==> src/rtl/multicycle_pkg.sv <==
// Shared definitions for the multi-cycle MIPS-subset controller:
// state encoding, opcodes, ALU op classes and datapath mux encodings.
package multicycle_pkg;

    typedef enum logic [3:0] {
        RESET    = 4'd0,
        FETCH    = 4'd1,
        DECODE   = 4'd2,
        EXEC_R   = 4'd3,
        EXEC_I   = 4'd4,
        MEM_ADDR = 4'd5,
        MEM_RD   = 4'd6,
        MEM_WR   = 4'd7,
        WB_R     = 4'd8,
        WB_I     = 4'd9,
        WB_MEM   = 4'd10,
        BRANCH   = 4'd11,
        JUMP     = 4'd12,
        HALT     = 4'd13
    } state_e;

    typedef enum logic [2:0] {
        ALU_ADD   = 3'b000,
        ALU_SUB   = 3'b001,
        ALU_RTYPE = 3'b010,
        ALU_SLT   = 3'b011
    } alu_op_e;

    localparam logic [5:0] OP_RTYPE = 6'h00;
    localparam logic [5:0] OP_J     = 6'h02;
    localparam logic [5:0] OP_BEQ   = 6'h04;
    localparam logic [5:0] OP_ADDI  = 6'h08;
    localparam logic [5:0] OP_SLTI  = 6'h0A;
    localparam logic [5:0] OP_LW    = 6'h23;
    localparam logic [5:0] OP_SW    = 6'h2B;

    localparam logic [1:0] PC_SRC_ALU    = 2'd0;
    localparam logic [1:0] PC_SRC_ALUOUT = 2'd1;
    localparam logic [1:0] PC_SRC_JUMP   = 2'd2;

    localparam logic [1:0] SRCB_RT      = 2'd0;
    localparam logic [1:0] SRCB_FOUR    = 2'd1;
    localparam logic [1:0] SRCB_IMM     = 2'd2;
    localparam logic [1:0] SRCB_IMM_SH2 = 2'd3;

    // States that hold a memory request open until the memory acknowledges.
    function automatic logic is_mem_state(input state_e s);
        return (s == FETCH) || (s == MEM_RD) || (s == MEM_WR);
    endfunction

endpackage

==> src/rtl/multicycle_ctrl_mem_watchdog.sv <==
// Memory-wait watchdog: counts cycles spent waiting for an ack and flags
// expiry when the wait reaches TIMEOUT without an ack (TIMEOUT=0 disables).
module mem_watchdog #(
    parameter int TIMEOUT = 15,
    parameter int CNT_W   = 4
) (
    input  logic clk_i,
    input  logic rst_i,
    input  logic clear_i,
    input  logic wait_i,
    input  logic ack_i,
    output logic expired_o
);

    localparam logic [CNT_W-1:0] LIMIT = CNT_W'(TIMEOUT);

    logic [CNT_W-1:0] cnt_q;
    logic [CNT_W-1:0] cnt_d;

    // Restart on every state entry, count unacknowledged wait cycles, saturate.
    always_comb begin
        cnt_d = cnt_q;
        if (clear_i) begin
            cnt_d = '0;
        end else if (wait_i && !ack_i && (cnt_q != '1)) begin
            cnt_d = cnt_q + 1'b1;
        end
    end

    // Counter register with synchronous reset.
    always_ff @(posedge clk_i) begin
        if (rst_i) begin
            cnt_q <= '0;
        end else begin
            cnt_q <= cnt_d;
        end
    end

    // An ack arriving in the limit cycle wins over expiry.
    always_comb begin
        expired_o = (TIMEOUT != 0) && wait_i && !ack_i && (cnt_q == LIMIT);
    end

endmodule

==> src/rtl/multicycle_ctrl.sv <==
// Multi-cycle control FSM for the MIPS-subset datapath. Outputs are decoded
// from the state register plus opcode/zero/ack. Optional performance
// counters are built when MULTICYCLE_CTRL_PERF_EN is defined.
module multicycle_ctrl
    import multicycle_pkg::*;
#(
    parameter int TIMEOUT = 15,
    parameter int CNT_W   = 4
) (
    input  logic       clk_i,
    input  logic       rst_i,
    input  logic [5:0] opcode_i,
    input  logic       alu_zero_i,
    input  logic       mem_ack_i,
    output logic       mem_req_o,
    output logic       mem_we_o,
    output logic       iord_o,
    output logic       ir_write_o,
    output logic       pc_write_o,
    output logic [1:0] pc_src_o,
    output logic       alu_src_a_o,
    output logic [1:0] alu_src_b_o,
    output logic [2:0] alu_op_o,
    output logic       reg_write_o,
    output logic       reg_dst_o,
    output logic       mem_to_reg_o,
    output logic       halt_o,
    output logic       bus_err_o,
    output logic [3:0] state_o
`ifdef MULTICYCLE_CTRL_PERF_EN
    ,
    output logic [31:0] cyc_cnt_o,
    output logic [31:0] retire_cnt_o
`endif
);

    state_e state_q;
    state_e state_d;
    logic   bus_err_q;
    logic   bus_err_d;
    logic   wd_expired;

    mem_watchdog #(
        .TIMEOUT (TIMEOUT),
        .CNT_W   (CNT_W)
    ) u_watchdog (
        .clk_i     (clk_i),
        .rst_i     (rst_i),
        .clear_i   (state_d != state_q),
        .wait_i    (is_mem_state(state_q)),
        .ack_i     (mem_ack_i),
        .expired_o (wd_expired)
    );

    // Next-state and per-state datapath controls, everything defaulted to 0.
    always_comb begin
        state_d      = state_q;
        bus_err_d    = bus_err_q;
        mem_req_o    = 1'b0;
        mem_we_o     = 1'b0;
        iord_o       = 1'b0;
        ir_write_o   = 1'b0;
        pc_write_o   = 1'b0;
        pc_src_o     = PC_SRC_ALU;
        alu_src_a_o  = 1'b0;
        alu_src_b_o  = SRCB_RT;
        alu_op_o     = ALU_ADD;
        reg_write_o  = 1'b0;
        reg_dst_o    = 1'b0;
        mem_to_reg_o = 1'b0;
        case (state_q)
            RESET: state_d = FETCH;
            FETCH: begin
                mem_req_o   = 1'b1;
                alu_src_b_o = SRCB_FOUR;
                if (mem_ack_i) begin
                    ir_write_o = 1'b1;
                    pc_write_o = 1'b1;
                    state_d    = DECODE;
                end else if (wd_expired) begin
                    state_d   = HALT;
                    bus_err_d = 1'b1;
                end
            end
            DECODE: begin
                alu_src_b_o = SRCB_IMM_SH2;
                case (opcode_i)
                    OP_RTYPE:         state_d = EXEC_R;
                    OP_ADDI, OP_SLTI: state_d = EXEC_I;
                    OP_LW, OP_SW:     state_d = MEM_ADDR;
                    OP_BEQ:           state_d = BRANCH;
                    OP_J:             state_d = JUMP;
                    default:          state_d = HALT;
                endcase
            end
            EXEC_R: begin
                alu_src_a_o = 1'b1;
                alu_op_o    = ALU_RTYPE;
                state_d     = WB_R;
            end
            WB_R: begin
                reg_write_o = 1'b1;
                reg_dst_o   = 1'b1;
                state_d     = FETCH;
            end
            EXEC_I: begin
                alu_src_a_o = 1'b1;
                alu_src_b_o = SRCB_IMM;
                alu_op_o    = (opcode_i == OP_SLTI) ? ALU_SLT : ALU_ADD;
                state_d     = WB_I;
            end
            WB_I: begin
                reg_write_o = 1'b1;
                state_d     = FETCH;
            end
            MEM_ADDR: begin
                alu_src_a_o = 1'b1;
                alu_src_b_o = SRCB_IMM;
                state_d     = (opcode_i == OP_LW) ? MEM_RD : MEM_WR;
            end
            MEM_RD, MEM_WR: begin
                mem_req_o = 1'b1;
                iord_o    = 1'b1;
                mem_we_o  = (state_q == MEM_WR);
                if (mem_ack_i) begin
                    state_d = (state_q == MEM_RD) ? WB_MEM : FETCH;
                end else if (wd_expired) begin
                    state_d   = HALT;
                    bus_err_d = 1'b1;
                end
            end
            WB_MEM: begin
                reg_write_o  = 1'b1;
                mem_to_reg_o = 1'b1;
                state_d      = FETCH;
            end
            BRANCH: begin
                alu_src_a_o = 1'b1;
                alu_op_o    = ALU_SUB;
                pc_src_o    = PC_SRC_ALUOUT;
                pc_write_o  = alu_zero_i;
                state_d     = FETCH;
            end
            JUMP: begin
                pc_src_o   = PC_SRC_JUMP;
                pc_write_o = 1'b1;
                state_d    = FETCH;
            end
            HALT:    state_d = HALT;
            default: state_d = HALT;
        endcase
    end

    // State and sticky bus-error registers; reset wins from any state.
    always_ff @(posedge clk_i) begin
        if (rst_i) begin
            state_q   <= RESET;
            bus_err_q <= 1'b0;
        end else begin
            state_q   <= state_d;
            bus_err_q <= bus_err_d;
        end
    end

    // Status outputs taken straight from the registers.
    always_comb begin
        halt_o    = (state_q == HALT);
        bus_err_o = bus_err_q;
        state_o   = state_q;
    end

`ifdef MULTICYCLE_CTRL_PERF_EN
    logic [31:0] cyc_cnt_q;
    logic [31:0] cyc_cnt_d;
    logic [31:0] retire_cnt_q;
    logic [31:0] retire_cnt_d;

    // Count active cycles, and retirements as entries into FETCH after reset.
    always_comb begin
        cyc_cnt_d    = cyc_cnt_q;
        retire_cnt_d = retire_cnt_q;
        if ((state_q != RESET) && (state_q != HALT)) begin
            cyc_cnt_d = cyc_cnt_q + 32'd1;
        end
        if ((state_d == FETCH) && (state_q != FETCH) && (state_q != RESET)) begin
            retire_cnt_d = retire_cnt_q + 32'd1;
        end
    end

    // Performance counter registers, cleared by reset.
    always_ff @(posedge clk_i) begin
        if (rst_i) begin
            cyc_cnt_q    <= '0;
            retire_cnt_q <= '0;
        end else begin
            cyc_cnt_q    <= cyc_cnt_d;
            retire_cnt_q <= retire_cnt_d;
        end
    end

    assign cyc_cnt_o    = cyc_cnt_q;
    assign retire_cnt_o = retire_cnt_q;
`endif

endmodule

==> config.mk <==
export PLATFORM = sky130hd
export DESIGN_NAME = multicycle_ctrl
export DESIGN_NICKNAME = d
export VERILOG_FILES = /design/src/rtl/multicycle_pkg.sv /design/src/rtl/multicycle_ctrl_mem_watchdog.sv /design/src/rtl/multicycle_ctrl.sv
export SDC_FILE = /design/constraint.sdc
export NUM_CORES = 1
export LEC_CHECK = 0
export ABC_AREA = 1
export CELL_PAD_IN_SITES_DETAIL_PLACEMENT = 0
export CELL_PAD_IN_SITES_GLOBAL_PLACEMENT = 2
export CORE_MARGIN = 4
export CORE_UTILIZATION = 22
export CTS_CLUSTER_SIZE = 28
export DETAILED_ROUTE_END_ITERATION = 10
export HOLD_SLACK_MARGIN = 0.08
export PLACE_DENSITY_LB_ADDON = 0.1
export SYNTH_ARGS = -nofsm -noshare
export SYNTH_HDL_FRONTEND = slang
export SYNTH_SLANG_ARGS = --single-unit
==> constraint.sdc <==
create_clock -name clk_i -period 1.6 [get_ports clk_i]
set_input_delay 0.32 -clock clk_i [delete_from_list [all_inputs] [get_ports clk_i]]
set_output_delay 0.32 -clock clk_i [all_outputs]
set_load 0.01 [all_outputs]
==> flow_summary_export.csv <==
group,metric,value,unit
synthesis,ys_seq_area_share,20.1,%
layout,postLayoutCoreUtil,47.4,%
floorplanning,die_w,71.8,um
cts,cts_buffer_depth,2,
drt,vias_per_cell,4.30,
synthesis,ys_warn_count,0,
cts,path_clk_slew,0.04,ns
hold_path,hp-class,"flop to flop",
synthesis,synthesis.nets,162,
setup_path,crit_start,"state_o[2]$_SDFF_PP0_",
timing,hold_violations,0,
pwr,power,0.00132,W
pwr,internal-power,0.000836,W
floorplanning,core_area,0.00380,mm^2
floorplanning,io_pins,32,
cts,cts_root_buf,"clkbuf_8",
drt,drc,0,
pwr,seq_power_share,19.9,%
synthesis,ys_seq_elements,9,
timing,worst_slack,-0.0929,ns
cts,htreeDepth,1,
run,cap_violations,0,
synthesis,synth_cell_types,30,
placement,preCtsSetupSlack,-0.741,ns
placement,place_hpwl,2530,um
synthesis,netlist_area,896,um^2
timing,layout_min_cycle_time,1.69,ns
placement,portBuffers,30,
outcome,violations,"negative setup slack",
setup_path,required,1.76,ns
layout,seq_area,188,um^2
drt,first_iter_violations,37,
grt,grt_pass1_wl,5170,um
pwr,power.density,732,mW/mm^2
setup_path,reg2reg_depth,13,
layout,fillCellCount,397,
layout,finalNetCount,251,
setup_path,critPathArrivalTime,1.85,ns
grt,track_usage,12.3,%
drt,vias,1234,
grt,antenna_found_initial,0,
outcome,status,"finished, violations left",
setup_path,path_class,"flop to flop",
setup_path,crit_path_max_fanout,5,
drt,firstDrtPassIters,4,
layout,final_common_cell,"buf_4",
cts,cts_tree,"yes",
floorplanning,rows,22,
pwr,p_sw,0.000481,W
placement,post-place-cells,267,
cts,clock-sinks,9,
layout,syn2layout_area_growth,101,%
timing,fin_crit_sh,106,%
timing,finalClockSkew,0.000698,ns
drt,ant_nets,0,
pwr,switching_share,36.5,%
synthesis,syn_inst,151,
pwr,power.share.clock,19.6,%
layout,final_cell_mix,"buf_4, nand2_1, nor2_1, inv_1, nand2_2",
floorplanning,die_h,71.8,um
layout,instances_no_fill,287,
synthesis,synth_area_per_cell,5.93,um^2
setup_path,reg2reg_from,"state_o[2]$_SDFF_PP0_",
layout,antenna_cells,0,
grt,grt_remaining_overflow,0,
layout,drive_gt1_share,53.6,%
grt,grt_pass1_vias,1206,
layout,multi_input_area,707,um^2
pwr,combPwrFrac,60.4,%
timing,rsz0062_at_grt,"yes",
hold_path,min_from,"bus_err_o$_SDFFE_PP0P_",
timing,drv_slew,0,
synthesis,synth-async-reset-ratio,0,%
cts,clkLatencyLatePin,0.23,ns
placement,gp_congestion,0.803,
synthesis,synth_edf_count,0,
pwr,leakage,1.01,nW
grt,grt_max_degree,6,
drt,wl_per_cell,10.9,um
timing,fmax,591,MHz
setup_path,endpoint_kind,"flop",
pwr,ir_drop,0.561,mV
setup_path,start_kind,"flop",
floorplanning,dieArea,0.00516,mm^2
drt,wl,3130,um
cts,cts_buffers,3,
placement,dpl_cell_area,0.00153,mm^2
synthesis,synth_ff_type,"dfxtp_1",
timing,setup_viol,9,
floorplanning,start_util,23.6,%
hold_path,worstHoldPathCells,2,
layout,finish.instance_area,0.00180,mm^2
==> metal layers <==
layer	vias to the layer above	part of all wire, %	global-route usage [%]
li1	646	-	-
met1	556	44	14.4
met2	30	51	22.8
met3	2	5.3	3.23
met4	0	0.32	1.88
met5	-	0	0
==> Yosys cell counts (2+ instances only) <==
cell type  instances  area [um^2]
a21oi_1            4         20.0
nand2_1           37          139
nand2_4            2         22.5
nand3_2            3         30.0
nor2_2             2         12.5
dfxtp_1            9          180
nand4_1            3         18.8
buf_6              2         22.5
xnor2_1            2         17.5
o21ai_0            4         20.0
nand3_1            9         45.0
inv_1             24         90.1
nor2_1            29          109
o21ai_1            2         10.0
a31oi_1            2         12.5
nand2_2            3         18.8
==> cell families (layout without fill, tap and decap cells) <==
group	after synthesis	in the layout	synth area share (%)
compound gates	16	16	11.2
xor+xnor	3	3	2.93
fa+ha+maj	1	1	1.40
buf+inv	28	116	13.8
flops	9	9	20.1
mux	1	1	1.26
other cells	1	1	0.419
simple gates	92	92	48.9
==> stage by stage <==
step	setup TNS, ns	hold WS, ns
after detailed placement	-6.33	0.438
after global placement	-5.98	0.435
after global routing	-1.49	0.467
after CTS	-1.00	0.446
after floorplan	0	0.389
final	-0.524	0.445
==> critical path, stage by stage, from the launching register on <==
cell and delay [ns]:
dfxtp_2 0.32, buf_6 0.13, nor2_4 0.10, nand3_2 0.09, buf_4 0.15, nor2_4 0.09, buf_4 0.12, buf_4 0.09
o211ai_2 0.09, nand2_1 0.08, nand2_1 0.04, nand2_1 0.08, nand3_2 0.12, nor2_1 0.13
==> layout make-up <==
type	count	area share [%]
multi-input cells	114	39.3
inverters	25	5.49
clock buffers	4	2.50
repair buffers	87	39.0
well taps	48	3.34
flip-flops and latches	9	10.4
==> repair_timing <==
item                                    CTS  global route
pin swaps                                12            22
hold buffers                              0             0
gates resized for setup                  95            34
setup buffers                             9             7
endpoints found under the setup margin   22            23
==> final timing paths <==
kind                                            to  slack [ns]
setup / recovery  u_watchdog.cnt_q[3]$_SDFFE_PP0P_       -0.09
hold / removal              bus_err_o$_SDFFE_PP0P_        0.45
setup reg to reg  u_watchdog.cnt_q[3]$_SDFFE_PP0P_       -0.09
hold reg to reg             bus_err_o$_SDFFE_PP0P_        0.45
==> state kept, by name, summed over array words and instances (netlist names) <==
signal / cells
bus_err_o: 1
u_watchdog.cnt_q: 4
state_o: 4
==> power by group through the flow <==
stage / clock network (W) / logic (W) / registers [W]
2_1_floorplan: 0 / 0.000307 / 0.000267
3_3_place_gp: 0 / 0.000668 / 0.000258
3_5_place_dp: 0 / 0.000673 / 0.000259
4_1_cts: 0.000269 / 0.000713 / 0.000262
5_1_grt: 0.000283 / 0.000868 / 0.000264
6_report: 0.000258 / 0.000796 / 0.000263
No activity file was read; power rests on OpenSTA's default activity.
